--- config.mk ---
export PLATFORM = sky130hd
export DESIGN_NAME = store_lane_unit
export DESIGN_NICKNAME = d
export VERILOG_FILES = /design/src/rtl/store_lane_unit_pkg.sv /design/src/rtl/store_lane_unit_pack.sv /design/src/rtl/store_lane_unit.sv
export SDC_FILE = /design/constraint.sdc
export NUM_CORES = 1
export LEC_CHECK = 0
export ABC_AREA = 1
export ABC_CLOCK_PERIOD_IN_PS = 1800
export CAP_MARGIN = 20
export CORE_UTILIZATION = 33
export CTS_CLUSTER_SIZE = 10
export DETAILED_ROUTE_END_ITERATION = 7
export DONT_BUFFER_PORTS = 1
export GPL_TIMING_DRIVEN = 0
export PLACE_DENSITY = 0.44
export SYNTH_ARGS = -nofsm -noshare
export SYNTH_HDL_FRONTEND = slang
export SYNTH_HIERARCHICAL = 1
export SYNTH_SLANG_ARGS = --single-unit
export TNS_END_PERCENT = 1
--- constraint.sdc ---
create_clock -name clk -period 1.8 [get_ports clk]
set_clock_uncertainty 0.2 [all_clocks]
set_input_delay 0.18 -clock clk [delete_from_list [all_inputs] [get_ports clk]]
set_output_delay 0.18 -clock clk [all_outputs]
set_load 0.01 [all_outputs]
--- src/rtl/store_lane_unit_pkg.sv ---
// Shared store-path encodings: st_op sizes, store FSM states, and the alignment rule.
// Pure definitions: no latency and no backpressure of its own.
package store_lane_unit_pkg;

    typedef enum logic [1:0] {
        ST_W   = 2'b00,
        ST_H   = 2'b01,
        ST_B   = 2'b10,
        ST_RSV = 2'b11
    } st_op_e;

    typedef enum logic [1:0] {
        S_IDLE = 2'b00,
        S_BUSY = 2'b01,
        S_DONE = 2'b10
    } st_state_e;

    // Word stores need a 4-byte boundary, halfwords a 2-byte one; the reserved op never passes.
    function automatic logic st_aligned(input logic [1:0] op, input logic [1:0] a);
        logic ok;
        ok = 1'b0;
        case (op)
            ST_W:    ok = (a == 2'b00);
            ST_H:    ok = ~a[0];
            ST_B:    ok = 1'b1;
            default: ok = 1'b0;
        endcase
        return ok;
    endfunction

endpackage

--- src/rtl/store_lane_unit_pack.sv ---
// Narrows the store operand to its size and places it on byte lanes with enables and legality.
// Purely combinational: zero latency, no backpressure.
module st_lane_pack
    import store_lane_unit_pkg::*;
#(
    parameter int REPLICATE = 1
) (
    input  logic [1:0]  st_op,
    input  logic [1:0]  addr,
    input  logic [31:0] st_data,
    output logic [31:0] wdata,
    output logic [3:0]  be,
    output logic        legal
);

    always_comb begin
        wdata = 32'h0;
        be    = 4'b0000;
        legal = st_aligned(st_op, addr);
        case (st_op)
            ST_W: begin
                wdata = st_data;
                be    = 4'b1111;
            end
            ST_H: begin
                be = addr[1] ? 4'b1100 : 4'b0011;
                if (REPLICATE != 0) begin
                    wdata = {2{st_data[15:0]}};
                end else begin
                    wdata = addr[1] ? {st_data[15:0], 16'h0} : {16'h0, st_data[15:0]};
                end
            end
            ST_B: begin
                be = 4'b0001 << addr;
                if (REPLICATE != 0) begin
                    wdata = {4{st_data[7:0]}};
                end else begin
                    wdata = {24'h0, st_data[7:0]} << {addr, 3'b000};
                end
            end
            default: begin
                wdata = 32'h0;
                be    = 4'b0000;
            end
        endcase
    end

endmodule

--- src/rtl/store_lane_unit.sv ---
// Store lane unit: packs a MEM-stage store onto data-memory lanes and runs the req/ack write.
// Latency: done 1 cycle after mem_ack (min 3 cycles), fault done 1 cycle after accept; st_stall holds the pipeline.
module store_lane_unit
    import store_lane_unit_pkg::*;
#(
    parameter int ADDR_W    = 32,
    parameter int REPLICATE = 1
) (
    input  logic              clk,
    input  logic              rstn,
    input  logic              st_valid,
    input  logic [1:0]        st_op,
    input  logic [ADDR_W-1:0] st_addr,
    input  logic [31:0]       st_data,
    output logic              st_stall,
    output logic              st_done,
    output logic              st_fault,
    output logic              mem_req,
    output logic              mem_we,
    output logic [ADDR_W-1:0] mem_addr,
    output logic [31:0]       mem_wdata,
    output logic [3:0]        mem_be,
    input  logic              mem_ack
);

    st_state_e         state_q, state_d;
    logic              mem_req_q, mem_req_d;
    logic [3:0]        mem_be_q, mem_be_d;
    logic [ADDR_W-1:0] mem_addr_q, mem_addr_d;
    logic [31:0]       mem_wdata_q, mem_wdata_d;
    logic              st_done_q, st_done_d;
    logic              st_fault_q, st_fault_d;

    logic [31:0]       pack_wdata;
    logic [3:0]        pack_be;
    logic              pack_legal;

    st_lane_pack #(
        .REPLICATE (REPLICATE)
    ) u_pack (
        .st_op   (st_op),
        .addr    (st_addr[1:0]),
        .st_data (st_data),
        .wdata   (pack_wdata),
        .be      (pack_be),
        .legal   (pack_legal)
    );

    always_ff @(posedge clk or negedge rstn) begin
        if (!rstn) begin
            state_q <= S_IDLE;
        end else begin
            state_q <= state_d;
        end
    end

    always_comb begin
        state_d = state_q;
        case (state_q)
            S_IDLE: begin
                if (st_valid) begin
                    state_d = pack_legal ? S_BUSY : S_DONE;
                end
            end
            S_BUSY: begin
                if (mem_ack) begin
                    state_d = S_DONE;
                end
            end
            S_DONE:  state_d = S_IDLE;
            default: state_d = S_IDLE;
        endcase
    end

    // Address and data are left untouched after the ack so the port only toggles on a new accept.
    always_comb begin
        mem_req_d   = mem_req_q;
        mem_be_d    = mem_be_q;
        mem_addr_d  = mem_addr_q;
        mem_wdata_d = mem_wdata_q;
        st_done_d   = 1'b0;
        st_fault_d  = 1'b0;
        case (state_q)
            S_IDLE: begin
                if (st_valid) begin
                    if (pack_legal) begin
                        mem_req_d   = 1'b1;
                        mem_be_d    = pack_be;
                        mem_addr_d  = {st_addr[ADDR_W-1:2], 2'b00};
                        mem_wdata_d = pack_wdata;
                    end else begin
                        st_done_d  = 1'b1;
                        st_fault_d = 1'b1;
                    end
                end
            end
            S_BUSY: begin
                if (mem_ack) begin
                    mem_req_d = 1'b0;
                    mem_be_d  = 4'b0000;
                    st_done_d = 1'b1;
                end
            end
            S_DONE: begin
                mem_req_d = 1'b0;
                mem_be_d  = 4'b0000;
            end
            default: begin
                mem_req_d = 1'b0;
                mem_be_d  = 4'b0000;
            end
        endcase
    end

    always_ff @(posedge clk or negedge rstn) begin
        if (!rstn) begin
            mem_req_q   <= 1'b0;
            mem_be_q    <= 4'b0000;
            mem_addr_q  <= '0;
            mem_wdata_q <= 32'h0;
            st_done_q   <= 1'b0;
            st_fault_q  <= 1'b0;
        end else begin
            mem_req_q   <= mem_req_d;
            mem_be_q    <= mem_be_d;
            mem_addr_q  <= mem_addr_d;
            mem_wdata_q <= mem_wdata_d;
            st_done_q   <= st_done_d;
            st_fault_q  <= st_fault_d;
        end
    end

    assign st_stall  = st_valid & ~st_done_q;
    assign st_done   = st_done_q;
    assign st_fault  = st_fault_q;
    assign mem_req   = mem_req_q;
    assign mem_we    = mem_req_q;
    assign mem_addr  = mem_addr_q;
    assign mem_wdata = mem_wdata_q;
    assign mem_be    = mem_be_q;

endmodule

==> impl_metrics.tcl <==
set metrics [dict create \
    outcome "finished, violations left" \
    violations "hold timing" \
    drt_pass1_iterations 4 \
    start_util 0.345 \
    synth-edff-count 0 \
    end_kind "flip-flop" \
    irDropWorstVdd_mv 0.461 \
    wl_per_cell_um 14.9 \
    r2r_slack_ns 0.11 \
    totalWireLength_mm 9.69 \
    slowest_delay_ns 0.56 \
    synthToLayoutAreaGrowth_pct 33.7 \
    dr_total_vias 2998 \
    finalHoldViolCount 71 \
    die_area_um2 10800 \
    setup_violations 0 \
    final_util 0.461 \
    ys_ff_latch 71 \
    placed_cell_area_um2 3590 \
    clockPowerShare 0.320 \
    worstMarginPinSlew_ns 0.543 \
    antenna_found_initial 0 \
    ys_types 18 \
    port_buffers 0 \
    crit_chain "nor2_4 -> nand2_2 -> o21ai_0 -> dlygate4sd3_1" \
    fin_area_um2 4570 \
    crit_type "reg2reg" \
    seq_area_frac_synth 0.520 \
    slew-limit-headroom 0.638 \
    reg2reg_from "state_q[0]$_DFFE_PN0P_" \
    worstSkewPairLatency_ns 0.34 \
    p_sw_frac 0.324 \
    timing.rr.end "state_q[1]$_DFFE_PN0P_" \
    drc 0 \
    cts_buffers 9 \
    htreeDepth 3 \
    finalSetupTns_ns 0 \
    maxSlewViolCount 0 \
    cp_slowest_cell "dlygate4sd3_1" \
    dieWidth_um 104 \
    synth_top_cells_by_count "115 x nand2_1, 81 x inv_1, 71 x dfrtp_1" \
    postCtsSetupRepairBufs 0 \
    net-switching-power_uw 1740 \
    grt_pass1_vias 3190 \
    period_needed_ns 1.69 \
    synth_ff_type "dfrtp_1" \
    path_buf_inv 1 \
    synth_top_cell_by_area "dfrtp_1" \
    avgSynthCellArea_um2 7.97 \
    cp_data_arrival_time_ns 1.78 \
    dieHeight_um 104 \
    cap_violations 0 \
    grt_usage 0.193 \
    period_share 0.942 \
    yosysMostFrequentCell "nand2_1" \
    fmax_ghz 0.590 \
    synth_top_area_share 0.520 \
    rsz0062_at_grt "false" \
    overflow 0 \
    rows 36 \
    p_per_area_nw_per_um2 1180 \
    startpoint_type "flip-flop" \
    holdBufCountCts 71 \
    drive_gt1_frac 0.0909 \
    coreArea_um2 9910 \
    drtAntennaViolNets 0 \
    power_frac_comb 0.174 \
    cp_top_family "buffers and inverters" \
    synthCells 429 \
    root_buffer "clkbuf_8" \
    diodes 0 \
    leakagePower_uw 0.00236 \
    r2r_cells 4 \
    vias_per_cell 4.61 \
    hold_path_class "in2async" \
    ios 143 \
    cts_tree "done" \
    grt_pass1_wl_mm 16.4 \
    synth.area.top_cells "dfrtp_1 52%, nand2_1 13%, inv_1 8.9%" \
    drt_iter0_drc 137 \
    nets 582 \
    cp_max_fo 8 \
    power_frac_seq 0.506 \
    syn_area_um2 3420 \
    gp_congestion 0.737 \
    ys_warn_count 6 \
    clk_pin_slew_ns 0.08 \
    grt_max_degree 72 \
    clock_sinks 71 \
    hpwl_mm 6.74 \
    p_int_uw 3640 \
    cts_buffer_depth 2 \
    cp_data_required_time_ns 1.88 \
    async_flop_share 1.00 \
    whs_ns -0.675 \
]
==> cell families (layout without fill, tap and decap cells) <==
group	after synthesis	after routing	share of synthesized area
AOI/OAI and AO/OA	65	65	0.0995
buffers and inverters	106	193	0.144
DFF	71	71	0.520
other	1	2	0.00110
and+or+nand+nor	186	186	0.236
==> worst max path at each step <==
stage	endpoint	from	depth (start not counted)	slack, ns
floorplan	mem_addr[20]$_DFFE_PN0P_	st_op[0]	9	0.43
global placement	mem_wdata[1]$_DFFE_PN0P_	st_op[0]	6	0.10
detailed placement	mem_addr[30]$_DFFE_PN0P_	st_op[0]	6	0.07
CTS	state_q[1]$_DFFE_PN0P_	state_q[0]$_DFFE_PN0P_	4	0.05
global route	state_q[1]$_DFFE_PN0P_	state_q[1]$_DFFE_PN0P_	4	0.03
finish	state_q[1]$_DFFE_PN0P_	state_q[0]$_DFFE_PN0P_	4	0.11
==> final cells by class <==
| cell class | count | area [µm²] |
|---|---|---|
| Buffer | 22 | 178 |
| Clock inverter | 5 | 129 |
| Tap cell | 133 | 166 |
| Fill cell | 1023 | 5340 |
| Sequential cell | 71 | 1780 |
| Timing Repair Buffer | 71 | 711 |
| Clock buffer | 11 | 141 |
| Multi-Input combinational cell | 253 | 1160 |
| Inverter | 84 | 315 |
==> placed cells by master, fill, tap and decap left out <==
cell             n
buf_2            4
buf_4            4
buf_6           10
bufinv_16        4
clkbuf_1         5
clkbuf_8        10
clkinv_4         1
conb_1           2
dfrtp_1         71
dlygate4sd3_1   71
inv_1           81
inv_2            3
nand2_1        114
nand2_2          1
nand3_1         40
nand3_2          3
nand3_4          1
nand4_1          4
nor2_1          21
nor2_4           2
o21ai_0         25
o21ai_1         36
o21ai_2          4
==> sequential cells by signal (all words and copies together), names as in the netlist <==
name and cells:
mem_wdata 32, mem_addr 30, mem_be 4, state_q 2
mem_req 1, st_done 1, st_fault 1
==> timing repair <==
action,CTS,global route
resized for setup,0,1
endpoints found under the hold margin,137,71
endpoints found under the setup margin,0,1
==> per-layer routing <==
metal / track usage / wire [µm] / up-vias
met1: 0.245 / 4390 / 1410
met5: 0 / 0 / -
li1: - / - / 1485
met2: 0.318 / 4480 / 97
met3: 0.0610 / 741 / 6
met4: 0.0480 / 86 / 0
==> power groups by stage <==
stage | logic, µW | clock network (µW) | registers (µW)
after floorplan | 659 | 0 | 2620
after global placement | 783 | 0 | 2760
after detailed placement | 808 | 0 | 2760
after CTS | 947 | 1780 | 2730
after global routing | 1100 | 1840 | 2780
final | 934 | 1720 | 2720
==> through the flow <==
step / power [µW] / cells / hold WS [ns] / setup slack (ns)
after floorplan: 3280 / 430 / -0.316 / 0.431
after global placement: 3540 / 563 / -0.314 / 0.102
after detailed placement: 3570 / 563 / -0.314 / 0.0743
after CTS: 5460 / 650 / -0.696 / 0.0451
after global routing: 5720 / 650 / -0.701 / 0.0260
final: 5380 / 650 / -0.675 / 0.105
(Power assumes the default switching activity.)
